===== config.mk =====
export PLATFORM = sky130hd
export DESIGN_NAME = req_capture_12b_flat
export DESIGN_NICKNAME = d
export VERILOG_FILES = /design/src/rtl/req_capture_12b_if.sv /design/src/rtl/req_capture_12b.sv /design/src/flat_wrapper.sv
export SDC_FILE = /design/constraint.sdc
export NUM_CORES = 1
export LEC_CHECK = 0
export ABC_AREA = 1
export CORE_MARGIN = 2
export CORE_UTILIZATION = 30
export CTS_BUF_LIST = sky130_fd_sc_hd__clkbuf_16
export DETAILED_ROUTE_END_ITERATION = 10
export GPL_TIMING_DRIVEN = 0
export SYNTH_ARGS = -nofsm -noshare
export SYNTH_HDL_FRONTEND = slang
export SYNTH_SLANG_ARGS = --single-unit

===== constraint.sdc =====
create_clock -name clk -period 2 [get_ports clk]
set_clock_uncertainty 0.05 [all_clocks]
set_input_delay 0.5 -clock clk [delete_from_list [all_inputs] [get_ports clk]]
set_output_delay 0.5 -clock clk [all_outputs]
set_load 0.05 [all_outputs]

===== src/rtl/req_capture_12b_if.sv =====
// ----------------------------------------------------------------------------
// req_capture_12b_if
// Bundles the request-conditioning stage's data and clear-handshake signals.
//
// Signals:
//   raw_in    [11:0]  asynchronous request lines (bit i = channel i)
//   clr_valid         single-cycle strobe that clears one pending bit
//   clr_idx   [3:0]   index of the pending bit to clear (12..15 ignored)
//   req       [11:0]  sticky pending vector, feeds the priority encoder
//   db_level  [11:0]  debounced level of each channel
//   any_req           OR of req, registered alongside req
//
// Modports:
//   master - the environment: drives raw_in/clr_*, observes the outputs
//   slave  - the capture block itself
// ----------------------------------------------------------------------------
interface req_capture_12b_if;
    logic [11:0] raw_in;
    logic        clr_valid;
    logic [3:0]  clr_idx;
    logic [11:0] req;
    logic [11:0] db_level;
    logic        any_req;

    modport master (
        output raw_in,
        output clr_valid,
        output clr_idx,
        input  req,
        input  db_level,
        input  any_req
    );

    modport slave (
        input  raw_in,
        input  clr_valid,
        input  clr_idx,
        output req,
        output db_level,
        output any_req
    );
endinterface


===== src/rtl/req_capture_12b.sv =====
// ----------------------------------------------------------------------------
// req_capture_12b
// Input-conditioning stage in front of the 12-bit priority encoder. Each of
// the 12 raw request lines is synchronised (two flops), debounced by a
// per-channel counter, and every debounced rising edge sets a sticky pending
// bit. The consumer retires one pending bit at a time by index.
//
// Ports:
//   clk    - single clock, all state updates on its rising edge
//   rst_n  - synchronous reset, active low
//   bus    - req_capture_12b_if.slave (raw_in, clr_valid, clr_idx in;
//            req, db_level, any_req out)
//
// Parameter:
//   DB_COUNT - consecutive cycles the synchronised input must differ from the
//              debounced level before that level flips (>= 1)
// ----------------------------------------------------------------------------
module req_capture_12b #(
    parameter int DB_COUNT = 1000000
) (
    input  logic               clk,
    input  logic               rst_n,
    req_capture_12b_if.slave   bus
);

    localparam int CW = $clog2(DB_COUNT + 1);
    localparam logic [CW-1:0] CNT_LAST = CW'(DB_COUNT - 1);

    logic [11:0]   r_sync1;
    logic [11:0]   r_sync2;
    logic [CW-1:0] r_cnt [12];
    logic [11:0]   r_dbLevel;
    logic [11:0]   r_req;
    logic          r_anyReq;

    logic [11:0]   w_differs;
    logic [11:0]   w_flip;
    logic [11:0]   w_rise;
    logic [11:0]   w_clrHit;
    logic [11:0]   w_reqNext;

    // A channel flips once it has disagreed with the debounced level for
    // DB_COUNT consecutive samples; only flips towards 1 count as a press.
    // Indices 12..15 match no channel, so the encoder's "none" code is inert.
    // The set term is ORed in last so a press coinciding with a clear of the
    // same bit is never lost.
    always_comb begin
        w_differs = r_sync2 ^ r_dbLevel;
        w_flip    = '0;
        w_clrHit  = '0;
        for (int i = 0; i < 12; i++) begin
            w_flip[i]   = w_differs[i] && (r_cnt[i] == CNT_LAST);
            w_clrHit[i] = bus.clr_valid && (bus.clr_idx == 4'(i));
        end
        w_rise    = w_flip & r_sync2;
        w_reqNext = (r_req & ~w_clrHit) | w_rise;
    end

    // Synchroniser, debounce counters, debounced level and pending vector.
    // any_req is computed from the next req value so both change together.
    always_ff @(posedge clk) begin
        if (!rst_n) begin
            r_sync1   <= '0;
            r_sync2   <= '0;
            r_dbLevel <= '0;
            r_req     <= '0;
            r_anyReq  <= 1'b0;
            for (int i = 0; i < 12; i++) begin
                r_cnt[i] <= '0;
            end
        end else begin
            r_sync1   <= bus.raw_in;
            r_sync2   <= r_sync1;
            r_dbLevel <= r_dbLevel ^ w_flip;
            r_req     <= w_reqNext;
            r_anyReq  <= |w_reqNext;
            for (int i = 0; i < 12; i++) begin
                if (!w_differs[i] || w_flip[i]) begin
                    r_cnt[i] <= '0;
                end else begin
                    r_cnt[i] <= r_cnt[i] + 1'b1;
                end
            end
        end
    end

    assign bus.req      = r_req;
    assign bus.db_level = r_dbLevel;
    assign bus.any_req  = r_anyReq;

endmodule

===== src/flat_wrapper.sv =====
// flat-port wrapper written by rule: the top's interface ports become plain ports
module req_capture_12b_flat 
#(
    parameter int DB_COUNT = 1000000
)
  (clk, rst_n, bus_raw_in, bus_clr_valid, bus_clr_idx, bus_req, bus_db_level, bus_any_req);
  req_capture_12b_if bus_i ();
  input  logic clk;
  input  logic rst_n;
  input wire logic [$bits(bus_i.raw_in)-1:0] bus_raw_in;
  input wire logic [$bits(bus_i.clr_valid)-1:0] bus_clr_valid;
  input wire logic [$bits(bus_i.clr_idx)-1:0] bus_clr_idx;
  output wire logic [$bits(bus_i.req)-1:0] bus_req;
  output wire logic [$bits(bus_i.db_level)-1:0] bus_db_level;
  output wire logic [$bits(bus_i.any_req)-1:0] bus_any_req;
  assign bus_i.raw_in = bus_raw_in;
  assign bus_i.clr_valid = bus_clr_valid;
  assign bus_i.clr_idx = bus_clr_idx;
  assign bus_req = bus_i.req;
  assign bus_db_level = bus_i.db_level;
  assign bus_any_req = bus_i.any_req;
  req_capture_12b #(.DB_COUNT(DB_COUNT)) u_core (.clk(clk), .rst_n(rst_n), .bus(bus_i));
endmodule

==> results of run 1 <==
==> cell families after synthesis <==
| kind of cell | Yosys count | synth area share, % |
|---|---|---|
| simple gates | 1027 | 31.16 |
| fa+ha+maj | 12 | 0.9367 |
| xor+xnor | 66 | 3.607 |
| compound gates | 168 | 5.769 |
| other cells | 1 | 0.02340 |
| flops | 289 | 51.09 |
| buf+inv | 309 | 7.424 |
==> Yosys cell counts (all sizes together), types with 7 or more instances <==
cell	n	area (um^2)
nand2	354	1361
nor2	310	1311
inv	278	1044
edfxtp	240	7207
nand3	124	660.6
a21oi	101	505.5
nor3	97	589.3
nand4	56	402.9
dfxtp	49	980.9
nor3b	46	400.4
xor2	46	402.9
o21ai	34	170.2
buf	22	112.6
xnor2	20	175.2
or2	17	106.4
nor4	16	112.6
ha	12	150.1
o21a	8	60.06
a211oi	7	52.55
o21bai	7	52.55
==> final cells by class <==
cell class              count  area [um^2]  share of cell area [%]
clock inverters            26        145.1                  0.7144
multi-input cells        1513         7956                   39.16
inverters                 283         1074                   5.284
well taps                 688        860.8                   4.237
repair buffers            101        903.4                   4.446
plain buffers              26        214.0                   1.053
flip-flops and latches    289         8188                   40.30
clock buffers              39        975.9                   4.804
==> cells in the final DEF, fill, tap and decap left out, types with 40 or more instances in the layout <==
master     count
nor2_1       254
nand4_1       49
xor2_1        46
a21oi_1       96
nand2_1      325
dfxtp_1       49
inv_1        251
buf_4         59
clkbuf_16     40
edfxtp_1     240
nor3_1        75
nand3_1      109
conb_1       240
==> tightest hold or removal path, delay by kind of cell (launching register included) <==
kind / cells / cell delay (ps)
flops: 1 / 300
buf+inv: 1 / 40
simple gates: 1 / 40
==> per-stage QoR <==
step / TNS (ps) / area [um^2] / hold WS (ps) / setup slack [ps] / cells
floorplan: 0 / 16930 / 340.5 / 241.6 / 2111
global placement: -102510 / 18220 / 352.1 / -736.4 / 2842
detailed placement: -103630 / 18220 / 346.0 / -730.5 / 2842
CTS: 0 / 19460 / 358.1 / 1.285 / 2913
global route: -2123 / 20320 / 372.2 / -108.0 / 2965
finish: 0 / 20320 / 358.0 / 9.808 / 2965
==> repair_timing <==
action,CTS,global route
buffers inserted,6,50
pin swaps,2,48
endpoints found under the setup margin,140,202
gates cloned,0,3
resized for setup,93,135
==> power by group through the flow <==
stage / combinational [uW] / clock (uW) / sequential (uW)
6_report: 726 / 6180 / 6980
5_1_grt: 837 / 6630 / 7010
4_1_cts: 644 / 6400 / 6970
3_5_place_dp: 629 / 0 / 7100
3_3_place_gp: 620 / 0 / 7080
2_1_floorplan: 475 / 0 / 7030
==> registers in the layout, indices dropped and copies added, names as in the netlist, named ones only <==
name                cells
u_core.bus.any_req      1
u_core.r_cnt          240
u_core.r_sync2         12
u_core.r_sync1         12
u_core.bus.req         12
==> worst max-delay path by stage <==
stage | startpoint | endpoint | slack (ps) | cells past startpoint
finish | u_core.r_cnt[0][220] | u_core.r_cnt[0][238] | 10 | 12
global route | u_core.r_cnt[0][80] | u_core.r_cnt[0][93] | -110 | 10
CTS | u_core.r_cnt[0][10] | u_core.r_cnt[0][13] | 1 | 10
floorplan | u_core.r_cnt[0][220] | u_core.r_cnt[0][236] | 240 | 12
detailed placement | rst_n | u_core.r_sync2[1] | -730 | 6
global placement | rst_n | u_core.r_sync2[9] | -740 | 6
==> metal layers <==
layer	share of wire, %	up-vias	track usage (%)	wire, um
met5	0	-	0	0
met4	2.6	0	4.622	910
met3	4.6	58	2.416	1639
met2	46	182	20.49	16430
met1	47	6027	16.82	16660
li1	-	6776	-	-
==> key figures, run 1 <==
Status
  • Status: finished, final reports clean

Timing
  • Worst Tran Pin Value: around 800 ps
  • Highest clock rate: ~500 MHz
  • Setup violations, final: 0
  • RSZ-0062 raised after global routing: true
  • Final slew viol count: 0
  • Final Hold Viols: 0
  • Final min period: between 1500 and 2000 ps
  • Slew headroom: roughly 47%
  • Final Cycle Share: roughly 100%

Detailed routing
  • DR WL/cell: between 10 and 15 um
  • Remaining antenna violation count: 0
  • Routed vias/inst: 4.399
  • TritonRoute pass-1 iters: 5
  • Post-Route WL: 35640 um
  • Vias after detailed routing: about 13000
  • Iteration-0 DRC Markers: just under 900
  • Number of remaining DRC errors: 0

Power
  • Power, Total: 13890 uW
  • LEAKAGE: 0.008202 uW
  • Clock network power share: between 40% and 50%
  • Switch Pwr: 3241 uW
  • Register share of total power: about half
  • Comb power frac: about 5.2%
  • Switching fraction of total power: a little under a quarter
  • Internal: 10640 uW
  • PD cells: 683.5 nW/um^2
  • Peak supply drop: ~0.47 mV

Place
  • GPL Wtd Cong: a little over 0.8
  • PortBufs: 43
  • Detail Placement HPWL: approximately 26000 um

Setup path
  • Worst R2R Path Depth: 12
  • FF-to-FF setup slack: ~9.8 ps
  • Worst path top cell family by delay: simple AND/OR/NAND/NOR gates
  • Critical path class: flop to flop
  • Critical Path Fanout Max: 3
  • Slowest CP cell: edfxtp_1
  • Crit path buf inv count: 1
  • Worst path required time: between 2000 and 2500 ps
  • Worst EP arrival: approximately 2200 ps
  • Nature of the critical path endpoint: flop
  • Crit-path cells: ha_2 -> nand2_2 -> nor2_4 -> nand2_1 -> inv_2 -> nand3_4 -> nor2_4 -> nand2_2 -> nor2_4 -> nand2_2 -> o21bai_1 -> a21oi_1
  • R2r endpoint: u_core.r_cnt[0][238]
  • Critical Path Max Stage Delay: around 380 ps
  • Worst r2r src: u_core.r_cnt[0][220]
  • Crit path launch type: flop

Clock tree
  • Clock Tree Root: clkbuf_16
  • TritonCTS clock tree: built
  • Cts bufs inserted: 36
  • H-Tree Depth: 2
  • # hold bufs at CTS: 0
  • Clock buffer depth: 3
  • Clock sinks: around 290
  • Clk_lat worst skew: roughly 550 ps
  • Clock transition at path regs: 60 ps

Min path
  • Worst hold path startpoint: u_core.r_sync1[4]
  • Hold endpoint: u_core.r_sync2[4]
  • Hold path cells: 2
  • HP Class: flop to flop

Floorplanning
  • Initial Utilization: 30.44%
  • Die area: ~55000 um^2
  • Die Wd: about 240 um
  • Die H: ~240 um
  • IO Count: 44
  • Num rows: 84
  • CORE AREA: 52660 um^2

Cells and area
  • # diodes: 0
  • Filler cells: ~5300
  • Area delta synth->final: 26.76%
  • Fin util: around two fifths
  • Share of cells above drive strength 1: 16.12%
  • Final #Nets: approximately 2300

Global route
  • First-pass GRT wire length: between 50000 and 60000 um
  • Grt total ovfl: 0
  • Tot GR Track Use: between 10% and 20%
  • Initial antenna violation count: 0
  • Vias in the first global route: between 10000 and 15000
  • Largest net degree at the start of global routing: 13

Yosys
  • Post-synth EDFFs: 240
  • Asr flop ratio synth: 0%
  • Synthesized cell area: 16030 um^2
  • Synth Flop Type: edfxtp_1
  • Mean cell area of the mapped netlist: 8.562 um^2
  • Cells after synthesis: roughly 1900
  • Yosys cell types: 45
  • Seq cells post-synth: a little under 300
  • Syn. warnings: 0
  • Seq/Total Area, Yosys: about half

Run
  • Max Cap Viol: 0
No activity file was read; power rests on OpenSTA's default activity.
==> inputs of run 2 (changes only) <==
--- a/config.mk
+++ b/config.mk
@@ -11,6 +11,7 @@
 export CTS_BUF_LIST = sky130_fd_sc_hd__clkbuf_16
 export DETAILED_ROUTE_END_ITERATION = 10
 export GPL_TIMING_DRIVEN = 0
+export SKIP_LAST_GASP = 1
 export SYNTH_ARGS = -nofsm -noshare
 export SYNTH_HDL_FRONTEND = slang
 export SYNTH_SLANG_ARGS = --single-unit
==> run 2 against run 1 <==
  * Wire length hardly changed
  * Cell count stayed put
  * Design area is 0.16% lower
  * Sequential power hardly changed
  * Via count hardly changed
  * Die area stayed put
  * Flip-flop and latch count stayed put
  * Worst hold slack hardly changed
  * Critical path type unchanged
  * Critical endpoint unchanged
  * Largest cell class unchanged
==> key figures, run 2 (same netlist as run 1, synthesis figures left out) <==
Status
  • Status: finished, final reports clean

Power
  • Peak supply drop: between 0.4 and 0.5 mV
  • LEAKAGE: between 0.008 and 0.009 uW
  • PD cells: between 600 and 700 nW/um^2
  • Power, Total: between 10000 and 15000 uW

Setup path
  • Crit-path cells: ha_2 -> nand2_2 -> nor2_4 -> nand2_1 -> inv_2 -> nand3_4 -> nor2_4 -> nand2_2 -> nor2_4 -> nand2_2 -> o21bai_1 -> a21oi_1
  • Slowest CP cell: edfxtp_1
  • Nature of the critical path endpoint: flop
  • Worst EP arrival: approximately 2200 ps
  • Worst r2r src: u_core.r_cnt[0][220]
  • Worst path top cell family by delay: simple AND/OR/NAND/NOR gates
  • Critical Path Max Stage Delay: approximately 380 ps
  • FF-to-FF setup slack: ~15 ps
  • Critical Path Fanout Max: 3
  • R2r endpoint: u_core.r_cnt[0][238]
  • Cell depth of the worst setup path: 12
  • Worst path required time: between 2000 and 2500 ps
  • Crit path launch type: flop
  • Critical path class: flop to flop
  • Worst R2R Path Depth: 12
  • Crit path buf inv count: 1

Timing
  • Final worst slack: roughly 15 ps
  • Worst Tran Pin Value: 801.5 ps
  • Final min period: 1985 ps
  • Setup violations, final: 0
  • Final Cycle Share: 99.27%
  • Setup TNS: 0 ps
  • Highest clock rate: between 500 and 600 MHz
  • Slew headroom: a little under half
  • Final slew viol count: 0
  • Hold_ws: approximately 360 ps
  • RSZ-0062 raised after global routing: true
  • Final Hold Viols: 0

Floorplanning
  • Die Wd: about 240 um
  • Initial Utilization: 30.44%
  • CORE AREA: between 50000 and 60000 um^2
  • Die H: ~240 um
  • IO Count: 44
  • Num rows: 84
  • Die area: about 55000 um^2

Global route
  • Largest net degree at the start of global routing: 13
  • Tot GR Track Use: approximately 13%
  • Grt total ovfl: 0
  • Vias in the first global route: 12457
  • First-pass GRT wire length: between 50000 and 60000 um
  • Initial antenna violation count: 0

Cells and area
  • Final #Nets: between 2000 and 2500
  • # diodes: 0
  • Commonest non-fill, non-tap cell in the layout: nand2_1
  • Largest register FFs: between 200 and 250
  • Largest register by flop count: u_core.r_cnt
  • Area delta synth->final: 26.56%
  • Share of cells above drive strength 1: ~16%
  • Most frequent cells in the layout: nand2_1 (326), nor2_1 (255), inv_1 (251)

Detailed routing
  • Iteration-0 DRC Markers: 884
  • Number of remaining DRC errors: 0
  • TritonRoute pass-1 iters: 5
  • Remaining antenna violation count: 0
  • DR WL/cell: roughly 12 um
  • Routed vias/inst: approximately 4.4
  • Post-Route WL: between 30000 and 40000 um
  • Vias after detailed routing: approximately 13000

Clock tree
  • Clock buffer depth: 3
  • H-Tree Depth: 2
  • Clock transition at path regs: ~60 ps
  • TritonCTS clock tree: built
  • Clock Tree Root: clkbuf_16
  • Cts bufs inserted: 36
  • Clock sinks: roughly 290
  • Clk_lat worst skew: 550 ps

Place
  • PortBufs: 43
  • GPL Wtd Cong: roughly 0.83
  • Detail Placement HPWL: about 26000 um
  • Pre-CTS setup slack: -730.5 ps

Min path
  • Hold path cells: 2
  • HP Class: flop to flop
  • Hold endpoint: u_core.r_sync2[4]
  • Worst hold path startpoint: u_core.r_sync1[4]

Run
  • Max Cap Viol: 0
==> run 2: area by class of cell <==
cell class                 count  area [um^2]
sequential                   289         8188
tap                          688        860.8
inverter                     283         1069
clock buffer                  39        975.9
multi-input combinational   1513         7936
clock inverter                26        145.1
fill                        5316        32370
buffer                        26        206.4
timing repair buffer         101        903.4
==> run 2: tightest hold or removal path, delay by kind of cell (launching register included) <==
family	cells	cell delay [ps]
flops	1	300
simple gates	1	40
buf+inv	1	40
==> run 2: power by group <==
| part | internal, uW | total [uW] | switching, uW |
|---|---|---|---|
| Clock | 3630 | 6180 | 2550 |
| Sequential | 6750 | 6980 | 229 |
| Combinational | 260 | 723 | 464 |
| Total | 10600 | 13900 | 3240 |
==> run 2: worst max-delay path by stage <==
| stage | startpoint | endpoint | slack (ps) |
|---|---|---|---|
| final | u_core.r_cnt[0][220] | u_core.r_cnt[0][238] | 10 |
| after CTS | flop | bus_db_level[9] | -170 |
| after global placement | rst_n | u_core.r_sync2[9] | -740 |
| after global routing | u_core.r_cnt[0][80] | u_core.r_cnt[0][93] | -110 |
| after detailed placement | rst_n | u_core.r_sync2[1] | -730 |
| after floorplan | u_core.r_cnt[0][220] | u_core.r_cnt[0][236] | 240 |
==> run 2: through the flow <==
| stage | area (um^2) | std cells | utilization, % |
|---|---|---|---|
| after floorplan | 16930 | 2111 | - |
| after global placement | 18220 | 2842 | 34.60 |
| after detailed placement | 18220 | 2842 | 34.60 |
| after CTS | 19460 | 2913 | 36.96 |
| after global routing | 20280 | 2965 | 38.52 |
| final | 20280 | 2965 | 38.52 |
==> run 2: metal layers <==
layer | vias to the layer above | share of wire, % | GRT usage (%)
li1 | 6776 | - | -
met1 | 6042 | 47 | 16.82
met2 | 176 | 46 | 20.49
met3 | 58 | 4.6 | 2.416
met4 | 0 | 2.5 | 4.622
met5 | - | 0 | 0
==> run 2: timing repair <==
item,CTS,global route
gates resized for setup,89,127
buffers inserted,6,50
pin swaps,2,47
hold buffers,0,0
endpoints found under the setup margin,140,203
cloned,0,3
==> inputs of run 3 (changes only) <==
--- a/config.mk
+++ b/config.mk
@@ -6,6 +6,7 @@
 export NUM_CORES = 1
 export LEC_CHECK = 0
 export ABC_AREA = 1
+export ABC_CLOCK_PERIOD_IN_PS = 2100
 export CORE_MARGIN = 2
 export CORE_UTILIZATION = 30
 export CTS_BUF_LIST = sky130_fd_sc_hd__clkbuf_16
==> constraint.sdc (replaced) <==
create_clock -name clk -period 2.1 [get_ports clk]
set_clock_uncertainty 0.05 [all_clocks]
set_input_delay 0.525 -clock clk [delete_from_list [all_inputs] [get_ports clk]]
set_output_delay 0.525 -clock clk [all_outputs]
set_load 0.05 [all_outputs]
==> run 3 against run 2 <==
  * Design area shrank 3.6%
  * Sequential power is 4.9% lower
  * Non-clock buffer count fell by 45
  * Worst hold slack gained 0.68 ps
==> key figures, run 3 (same netlist as run 1, synthesis figures left out) <==
Setup path
  • Worst EP arrival: between 1000 and 1500 ps
  • Slowest CP cell: dlygate4sd2_1
  • Nature of the critical path endpoint: output port
  • Crit-path cells: dlygate4sd2_1
  • Crit path buf inv count: 1
  • Critical path class: flop to output port
  • Critical Path Max Stage Delay: around 550 ps
  • Crit path launch type: flop
  • Critical Path Fanout Max: 2
  • Worst path top cell family by delay: buffers and inverters
  • Worst path required time: about 1500 ps

Cells and area
  • Largest register by flop count: u_core.r_cnt
  • Most frequent cells in the layout: nand2_1 (341), nor2_1 (270), inv_1 (256)
  • Non-filler cells, final: around 2900
  • Share of cells above drive strength 1: between 10% and 20%
  • Area delta synth->final: 21.98%
  • Largest register FFs: between 200 and 250
  • # diodes: 0
  • Final #Nets: 2236
  • Commonest non-fill, non-tap cell in the layout: nand2_1
  • Filler cells: around 5400

Detailed routing
  • Iteration-0 DRC Markers: approximately 800
  • Post-Route WL: roughly 35000 um
  • Vias after detailed routing: between 10000 and 15000
  • DR WL/cell: around 12 um
  • Routed vias/inst: ~4.4
  • Remaining antenna violation count: 0
  • Number of remaining DRC errors: 0
  • TritonRoute pass-1 iters: 7

Timing
  • RSZ-0062 raised after global routing: true
  • Final slew viol count: 0
  • Final Cycle Share: 98.26%
  • Setup TNS: 0 ps
  • Setup violations, final: 0
  • Worst Tran Pin Value: a little over 800 ps
  • Final min period: 2064 ps
  • Final Hold Viols: 0
  • Slew headroom: between 40 and 50%
  • Highest clock rate: 484.6 MHz

Floorplanning
  • Initial Utilization: between 30% and 40%
  • Die Wd: approximately 240 um
  • IO Count: between 40 and 50
  • CORE AREA: about 53000 um^2
  • Die H: 235.1 um
  • Num rows: 84
  • Die area: between 50000 and 60000 um^2

Global route
  • Largest net degree at the start of global routing: 13
  • First-pass GRT wire length: roughly 58000 um
  • Vias in the first global route: 12428
  • Grt total ovfl: 0
  • Tot GR Track Use: about 13%
  • Initial antenna violation count: 0

Power
  • LEAKAGE: 0.007937 uW
  • PD cells: about 670 nW/um^2
  • Peak supply drop: 0.4439 mV

Status
  • Status: finished, final reports clean

Clock tree
  • Cts bufs inserted: 36
  • H-Tree Depth: 2
  • TritonCTS clock tree: built
  • Clock sinks: between 200 and 300
  • Clk_lat worst skew: approximately 550 ps
  • Clock transition at path regs: 60 ps
  • Clock buffer depth: 3
  • Clock Tree Root: clkbuf_16

Min path
  • HP Class: flop to flop

Run
  • Max Cap Viol: 0

Place
  • PortBufs: 43
  • Placed cells: ~2800
  • GPL Wtd Cong: around 0.83
  • Detail Placement HPWL: 26090 um
run 3: power by group:
group          internal (uW)  switching [uW]
registers               6430             211
logic                    212             418
clock network           3460            2440
total                  10100            3070
run 3: final timing paths:
path	slack, ps	depth (start not counted)	start	to
min	360	2	u_core.r_sync1[4]	u_core.r_sync2[4]
min reg2reg	360	2	u_core.r_sync1[4]	u_core.r_sync2[4]
max	40	1	u_core.bus.req[0]	bus_req[0]
max reg2reg	110	9	u_core.r_cnt[0][60]	u_core.r_cnt[0][77]
run 3: cell type report:
| class | instances | area (um^2) | area share (%) |
|---|---|---|---|
| Buffer | 26 | 167.7 | 0.8575 |
| Clock buffer | 39 | 975.9 | 4.992 |
| Clock inverter | 26 | 145.1 | 0.7423 |
| Inverter | 283 | 1065 | 5.446 |
| Multi-Input combinational cell | 1513 | 7631 | 39.03 |
| Sequential cell | 289 | 8188 | 41.88 |
| Tap cell | 688 | 860.8 | 4.403 |
| Timing Repair Buffer | 56 | 518.0 | 2.649 |
run 3: routing by layer:
metal | track usage [%] | part of all wire (%) | up-vias
met5 | 0 | 0 | -
met4 | 4.622 | 2.5 | 0
met3 | 2.404 | 5.0 | 58
met2 | 20.45 | 45 | 204
met1 | 16.79 | 47 | 5886
li1 | - | - | 6687
run 3: per-stage QoR:
stage / hold slack, ps / total power, uW / cell area [um^2] / utilization, % / worst slack (ps)
after floorplan: 340.5 / 7149 / 16930 / - / 341.6
after global placement: 352.1 / 7336 / 18220 / 34.60 / -661.4
after detailed placement: 346.0 / 7358 / 18220 / 34.60 / -655.5
after CTS: 358.1 / 13340 / 19360 / 36.77 / -99.04
after global routing: 372.2 / 13720 / 19550 / 37.13 / -45.38
final: 358.8 / 13180 / 19550 / 37.13 / 36.46
run 3: what timing repair did:
action	CTS	global route
endpoints found under the setup margin	60	152
hold buffers	0	0
buffers inserted	0	13
pin swaps	0	5
resized for setup	61	39
